`src/rtl/fp_to_int_seq.sv`:
```
// fp_to_int_seq: multi-cycle IEEE-754 single to int32 converter, K-bit-per-cycle denormalising shifter.
// Define ROUND_NEAREST_EN for round-half-even; otherwise truncates toward zero.
module fp_to_int_seq #(
  parameter int SHIFT_PER_CYCLE = 4
) (
  input  logic        clk,
  input  logic        rst_n,
  input  logic        in_valid,
  output logic        in_ready,
  input  logic [31:0] in_data,
  output logic        out_valid,
  input  logic        out_ready,
  output logic [31:0] out_data,
  output logic        out_ovf,
  output logic        out_inexact
);
  typedef enum logic [1:0] {IDLE, SHIFT, FIX, DONE} state_t;
  state_t state;
  logic        sgn, left, g, st;
  logic [31:0] mag;
  logic [4:0]  cnt;
  logic [7:0]  ex;
  logic [22:0] frac;
  logic        nan, sat, min_int, zero, special, sp_ovf, sp_inx, rnd, g_n, st_n;
  logic [31:0] sp_data, mag_n, mag_r, res;
  logic [4:0]  step;
`ifdef ROUND_NEAREST_EN
  localparam logic [7:0] E_MIN = 8'd126;
  assign rnd = g & (st | mag[0]);
`else
  localparam logic [7:0] E_MIN = 8'd127;
  assign rnd = 1'b0;
`endif
  assign ex       = in_data[30:23];
  assign frac     = in_data[22:0];
  assign in_ready = rst_n & (state == IDLE);
  always_comb begin
    nan     = (ex == 8'd255) && (frac != 23'd0);
    sat     = ex >= 8'd158;
    min_int = in_data[31] && (ex == 8'd158) && (frac == 23'd0);
    zero    = ex < E_MIN;
    special = sat | zero;
    sp_data = zero ? 32'd0 : (in_data[31] && !nan) ? 32'h8000_0000 : 32'h7FFF_FFFF;
    sp_ovf  = sat && !min_int;
    sp_inx  = zero && ((ex != 8'd0) || (frac != 23'd0));
  end
  assign step = (cnt > 5'(SHIFT_PER_CYCLE)) ? 5'(SHIFT_PER_CYCLE) : cnt;
  // Bits leaving on a right shift: the last becomes guard, earlier guards fold into sticky.
  always_comb begin
    mag_n = mag;
    g_n   = g;
    st_n  = st;
    for (int i = 0; i < SHIFT_PER_CYCLE; i++)
      if (5'(i) < step) begin
        if (left) mag_n = mag_n << 1;
        else begin
          st_n  = st_n | g_n;
          g_n   = mag_n[0];
          mag_n = mag_n >> 1;
        end
      end
  end
  assign mag_r = mag + 32'(rnd);
  assign res   = sgn ? -mag_r : mag_r;
  always_ff @(posedge clk) begin
    if (!rst_n) begin
      state       <= IDLE;
      out_valid   <= 1'b0;
      out_data    <= 32'd0;
      out_ovf     <= 1'b0;
      out_inexact <= 1'b0;
    end else begin
      case (state)
        IDLE: if (in_valid) begin
          sgn  <= in_data[31];
          left <= ex > 8'd150;
          cnt  <= (ex > 8'd150) ? 5'(ex - 8'd150) : 5'(8'd150 - ex);
          mag  <= {8'd0, 1'b1, frac};
          g    <= 1'b0;
          st   <= 1'b0;
          if (special) begin
            out_data    <= sp_data;
            out_ovf     <= sp_ovf;
            out_inexact <= sp_inx;
            state       <= DONE;
          end else state <= SHIFT;
        end
        SHIFT: if (cnt == 5'd0) state <= FIX;
        else begin
          mag <= mag_n;
          g   <= g_n;
          st  <= st_n;
          cnt <= cnt - step;
        end
        FIX: begin
          out_data    <= res;
          out_ovf     <= 1'b0;
          out_inexact <= g | st;
          state       <= DONE;
        end
        DONE: if (!out_valid) out_valid <= 1'b1;
        else if (out_ready) begin
          out_valid <= 1'b0;
          state     <= IDLE;
        end
        default: state <= IDLE;
      endcase
    end
  end
endmodule

```
`config.mk`:
```
export PLATFORM = sky130hd
export DESIGN_NAME = fp_to_int_seq
export DESIGN_NICKNAME = d
export VERILOG_FILES = /design/src/rtl/fp_to_int_seq.sv
export SDC_FILE = /design/constraint.sdc
export NUM_CORES = 1
export LEC_CHECK = 0
export ABC_AREA = 1
export CAP_MARGIN = 40
export CORE_MARGIN = 8
export CORE_UTILIZATION = 54
export CTS_CLUSTER_SIZE = 28
export DETAILED_ROUTE_END_ITERATION = 12
export GPL_TIMING_DRIVEN = 0
export PLACE_DENSITY = 0.87
export SYNTH_ARGS = -nofsm -noshare
export SYNTH_HDL_FRONTEND = slang
export SYNTH_SLANG_ARGS = --single-unit
```
`constraint.sdc`:
```
create_clock -name clk -period 6.35 [get_ports clk]
set_input_delay 1.27 -clock clk [delete_from_list [all_inputs] [get_ports clk]]
set_output_delay 1.27 -clock clk [all_outputs]
set_load 0.01 [all_outputs]
```
==> flow_metrics.tcl, run 1 <==
set metrics [dict create \
    ys_seq_area_share_pct 27.1 \
    synth_top_area_share_pct 21.3 \
    port_buffers 71 \
    ant_nets 0 \
    grt_antenna_before_repair 0 \
    dp_slack_ns 2.21 \
    path_max_fanout 10 \
    slew_headroom_pct 44.8 \
    insertion_delay_ns 0.35 \
    final_nets 1381 \
    cts_resized 0 \
    fin_worst_skew_ns 0.00831 \
    cts.sinks 78 \
    dr_total_vias 8618 \
    routedWlPerCell_um 16.5 \
    p_leak_nw 3.95 \
    outcome "finished clean" \
    synth_cell_types 42 \
    cts_tree "yes" \
    root_buffer "clkbuf_16" \
    synth_nets 1297 \
    finalSetupViolCount 0 \
    power.total_w 0.00366 \
    core_mm2 0.0132 \
    first_pass_iters 5 \
    final.setup.tns_ns 0 \
    worst_pin_slew_ns 0.826 \
    crit_type "in2out" \
    syn_avg_cell_area_um2 5.81 \
    clkSlewWorstSetupHoldPaths_ns 0.07 \
    h-tree-depth 3 \
    die-width_um 132 \
    io_pins 72 \
    p_per_area_mw_per_mm2 427 \
    cp-start-kind "input pin" \
    antenna_cells 0 \
    final_core_util_pct 65.1 \
    grt_pass1_vias 7918 \
    peakVddDrop_mv 0.161 \
    cap_viol_max_count 0 \
    numCtsBuffers 9 \
    synth-seq-cells 78 \
    cts_setup_buffers 0 \
    drive_gt1_share_pct 5.97 \
    grt_pass1_wl_mm 40.7 \
    syn_to_final_growth_pct 18.0 \
    clockBufferDepth 2 \
    die_area_mm2 0.0174 \
    first_iter_violations 790 \
    hold_viol 0 \
    fin_crit_ns 4.13 \
    grt_use_total_pct 28.3 \
    fillers 1286 \
    cts_hold_buf 0 \
    viasPerCell 5.68 \
    routed_wl_mm 25.0 \
    start_util_pct 55.1 \
    fmax_ghz 0.242 \
    synth_area_mm2 0.00727 \
    fin_crit_sh_pct 65.0 \
    dp.final_hpwl_mm 20.0 \
    overflow 0 \
    worst-endpoint-arrival_ns 2.86 \
    cp_data_required_time_ns 5.08 \
    end_kind "primary output" \
    rows 42 \
    netlist_instances 1251 \
    drc 0 \
    synth.largest_area_cell "nand2_1" \
    die_h_um 132 \
    yosys_warnings 0 \
    ys_top_cells_by_area "nand2_1, edfxtp_1, nand3_1, dfxtp_1, nor2_1" \
    hold_path.class "reg2reg" \
    grt_max_degree 16 \
    place_congestion 0.951 \
    slew_viol_final 0 \
    fin_ws_ns 2.22 \
    rsz0062_at_grt "false" \
]
[worst paths after layout]
| path | start | to | slack (ns) | cells after the start |
|---|---|---|---|---|
| worst min register to register | out_valid | out_valid | 0.48 | 2 |
| worst min-delay path | out_valid | out_valid | 0.48 | 2 |
| worst max-delay path | rst_n | in_ready | 2.22 | 5 |
| worst max register to register | state[1] | mag[6] | 3.49 | 7 |
[cells in the final DEF (no fill, tap or decap), drive strengths merged, types with 2 or more instances in the layout]
cell / count
ha: 10
o21ai: 106
nand3: 182
o22ai: 2
clkbuf: 34
inv: 95
o211ai: 5
or2: 6
dfxtp: 37
xor2: 2
clkdlybuf4s50: 71
edfxtp: 41
nor2: 156
a31oi: 2
nand2: 415
o21a: 3
and2: 2
nand3b: 2
a21oi: 56
clkinv: 2
nor3: 19
nand4: 35
buf: 51
[kinds of logic after synthesis]
logic type,count (synthesis),share of synthesized area [%]
and+or+nand+nor,818,47.8
AOI/OAI and AO/OA,178,13.0
buffers and inverters,164,10.0
DFF,78,27.1
adders and majority gates,10,1.72
xor gates and xnor gates,2,0.241
other,1,0.0516
[report_power, final]
part	leakage (nW)	switching [W]	internal, W	total, W
Clock	0.165	0.000217	0.000359	0.000576
Sequential	0.689	0.000161	0.000780	0.000942
Combinational	3.09	0.00138	0.000762	0.00215
[metal layers]
layer | global-route usage, % | part of all wire, %
met3 | 6.10 | 9.6
met1 | 35.8 | 42
met2 | 46.7 | 46
met5 | 0 | 0
met4 | 9.76 | 2.4
[registers in the layout, summed over array words and instances (netlist names)]
| register | flops |
|---|---|
| g | 1 |
| st | 1 |
| state | 2 |
| left | 1 |
| out_inexact | 1 |
| out_ovf | 1 |
| out_data | 32 |
| cnt | 5 |
| out_valid | 1 |
| sgn | 1 |
| mag | 32 |
[synth_stat cells]
cell	n
a31oi_4	1
nor2_4	1
a211oi_1	1
o22ai_1	2
clkinv_2	1
buf_4	9
a31oi_1	1
buf_1	8
nand3_4	1
xor2_1	2
edfxtp_1	41
nand2_1	412
nor2_2	1
nand2_4	1
dfxtp_1	37
a21o_1	1
o21ai_1	13
conb_1	1
nor2_1	154
a22oi_1	1
clkinv_1	1
or2_2	5
o211ai_1	5
ha_1	10
nand4_1	35
o21ai_0	91
inv_2	6
o21ai_2	2
nor4_1	1
nor3_1	19
buf_6	6
and2_1	2
clkbuf_1	18
o31ai_1	1
a21oi_1	56
buf_2	26
inv_1	89
nand3b_1	2
nand2_2	2
nand3_1	181
o21a_1	3
or2_4	1
[area by class of cell]
cell class	instances	area, um2	share of cell area (%)
flip-flops and latches	78	1970	23.0
inverters	97	365	4.26
multi-input cells	1009	4580	53.4
repair buffers	73	741	8.63
clock buffers	16	335	3.91
plain buffers	67	363	4.23
well taps	176	220	2.57
[worst max-delay path, stage by stage]
cell             delay [ns]
clkdlybuf4s50_1        0.52
buf_1                  0.33
nand2_1                0.13
inv_1                  0.07
clkdlybuf4s50_1        0.53
[stage by stage]
| stage | area [um2] | instances | hold WS (ns) |
|---|---|---|---|
| floorplan | 7270 | 1251 | 0.496 |
| global placement | 8200 | 1498 | 0.465 |
| detailed placement | 8250 | 1500 | 0.467 |
| CTS | 8580 | 1516 | 0.477 |
| global route | 8580 | 1516 | 0.531 |
| finish | 8580 | 1516 | 0.477 |
Note: power is estimated with default switching activity, not from simulation.
==> run 2, diff against run 1 <==
- CORE_UTILIZATION: 54 -> 53
- PLACE_DENSITY: 0.87 -> 0.89
- clock period: 6.35 -> 3.46 ns (I/O delays scaled with it)
==> run 2 against run 1 <==
  * Utilization is 2.4 points lower
  * Largest cell class unchanged
  * Global-route usage shrank 0.68 points
  * Critical path type unchanged
  * Critical path depth did not move
==> flow_metrics.tcl, run 2 (same netlist as run 1, synthesis figures left out) <==
set metrics [dict create \
    die_h_um 133 \
    slew_viol_final 0 \
    swShare_pct 48.6 \
    worst-endpoint-arrival_ns 2.28 \
    grt_antenna_before_repair 0 \
    first_iter_violations 1008 \
    fin_crit_ns 2.97 \
    cts_resized 0 \
    dr_total_vias 8733 \
    cts.sinks 78 \
    grt_use_total_pct 27.6 \
    hold_viol 0 \
    routedWlPerCell_um 16.3 \
    crit_chain "clkdlybuf4s50_1, buf_1, nand2_1, inv_1, clkdlybuf4s50_1" \
    die_area_mm2 0.0177 \
    root_buffer "clkbuf_16" \
    rr_endpoint "mag[7]" \
    hold_path.class "reg2reg" \
    outcome "finished clean" \
    crit_slowest_cell "clkdlybuf4s50_1" \
    p_leak_nw 3.93 \
    syn_to_final_growth_pct 17.7 \
    cp_common_cell "clkdlybuf4s50_1" \
    io_pins 72 \
    cp-start-kind "input pin" \
    fmax_ghz 0.336 \
    slowest_delay_ns 0.53 \
    crit_cells 5 \
    largest_registers "mag (32), out_data (32), cnt (5)" \
    grt_pass1_vias 8015 \
    cts_setup_buffers 0 \
    r2r_slack_ns 0.82 \
    final_nets 1381 \
    start_util_pct 53.2 \
    cts_hold_buf 0 \
    fin_worst_skew_ns 0.0123 \
    h-tree-depth 3 \
    final_core_util_pct 62.6 \
    numCtsBuffers 9 \
    dp.final_hpwl_mm 20.0 \
    worstReg2RegStart "state[1]" \
    cap_viol_max_count 0 \
    clkSlewWorstSetupHoldPaths_ns 0.07 \
    endpoint "in_ready" \
    p_sw_w 0.00323 \
    cp_num_buf_inv 4 \
    drc 0 \
    dp_slack_ns 0.372 \
    internal_power_w 0.00341 \
    rows 43 \
    peakVddDrop_mv 0.329 \
    path_max_fanout 10 \
    share_seq_of_total_power_pct 26.1 \
    p_per_area_mw_per_mm2 776 \
    slew_headroom_pct 50.2 \
    insertion_delay_ns 0.35 \
    clkPwrFrac_pct 14.3 \
    routed_wl_mm 24.9 \
    dp_cells 1504 \
    final_cells 1520 \
    power.total_w 0.00664 \
    first_pass_iters 6 \
    end_kind "primary output" \
    most-common-layout-cells "nand2_1, nand3_1, nor2_1, o21ai_0, inv_1" \
    final_common_cell "nand2_1" \
    viasPerCell 5.75 \
    antenna_cells 0 \
    critPathTopFamily "buffers and inverters" \
    worstRegToRegCells 6 \
    worst_pin_slew_ns 0.744 \
    cts_tree "yes" \
    fin_crit_sh_pct 85.9 \
    comb_power_share_pct 59.6 \
    die-width_um 133 \
    fin_area_mm2 0.00856 \
    overflow 0 \
    ant_nets 0 \
    finalSetupViolCount 0 \
    core_mm2 0.0137 \
    cp_data_required_time_ns 2.77 \
    clockBufferDepth 2 \
    grt_pass1_wl_mm 40.2 \
    drive_gt1_share_pct 5.82 \
    fin_ws_ns 0.488 \
    cp-startpoint "rst_n" \
    place_congestion 0.951 \
    place_area_mm2 0.00826 \
    grt_max_degree 19 \
    crit_type "in2out" \
    port_buffers 71 \
    rsz0062_at_grt "false" \
]
## run 2: worst min path at each step
| stage | depth (start not counted) | slack, ns | start | end |
|---|---|---|---|---|
| global route | 2 | 0.51 | out_valid | out_valid |
| CTS | 2 | 0.50 | out_valid | out_valid |
| detailed placement | 2 | 0.49 | out_valid | out_valid |
| floorplan | 2 | 0.50 | state[0] | state[0] |
| global placement | 2 | 0.47 | out_valid | out_valid |
| finish | 2 | 0.49 | out_valid | out_valid |
## run 2: through the flow
step | setup TNS (ns) | hold WS, ns
final | 0 | 0.494
after global routing | 0 | 0.509
after CTS | 0 | 0.496
after detailed placement | 0 | 0.487
after global placement | -52.50 | 0.467
after floorplan | 0 | 0.496
## run 2: worst reg2reg max path: stages (launching register included)
cell      delay, ns
dfxtp_1        0.34
inv_1          0.09
ha_1           0.16
clkbuf_1       0.53
nand2_1        0.27
a211oi_4       0.67
buf_8          0.27
## run 2: power by group through the flow
stage,registers (W),clock network [W],logic [W]
final,0.00173,0.000950,0.00396
after global routing,0.00176,0.000992,0.00440
after CTS,0.00171,0.000959,0.00390
after detailed placement,0.00173,0,0.00387
after global placement,0.00173,0,0.00373
after floorplan,0.00173,0,0.00251
## run 2: routing by layer
layer | GRT usage [%] | vias to the layer above | share of wire, %
met5 | 0 | - | 0
met4 | 12.8 | 0 | 3.6
met3 | 4.52 | 65 | 9.6
met2 | 44.5 | 464 | 45
met1 | 35.6 | 3895 | 42
li1 | - | 4309 | -
## run 2: final cells by class
type / instances / area, um2
well taps: 180 / 225
multi-input cells: 1009 / 4580
flip-flops and latches: 78 / 1970
repair buffers: 73 / 753
fillers: 1339 / 5110
clock buffers: 13 / 283
clock inverters: 3 / 13.8
inverters: 97 / 365
plain buffers: 67 / 363
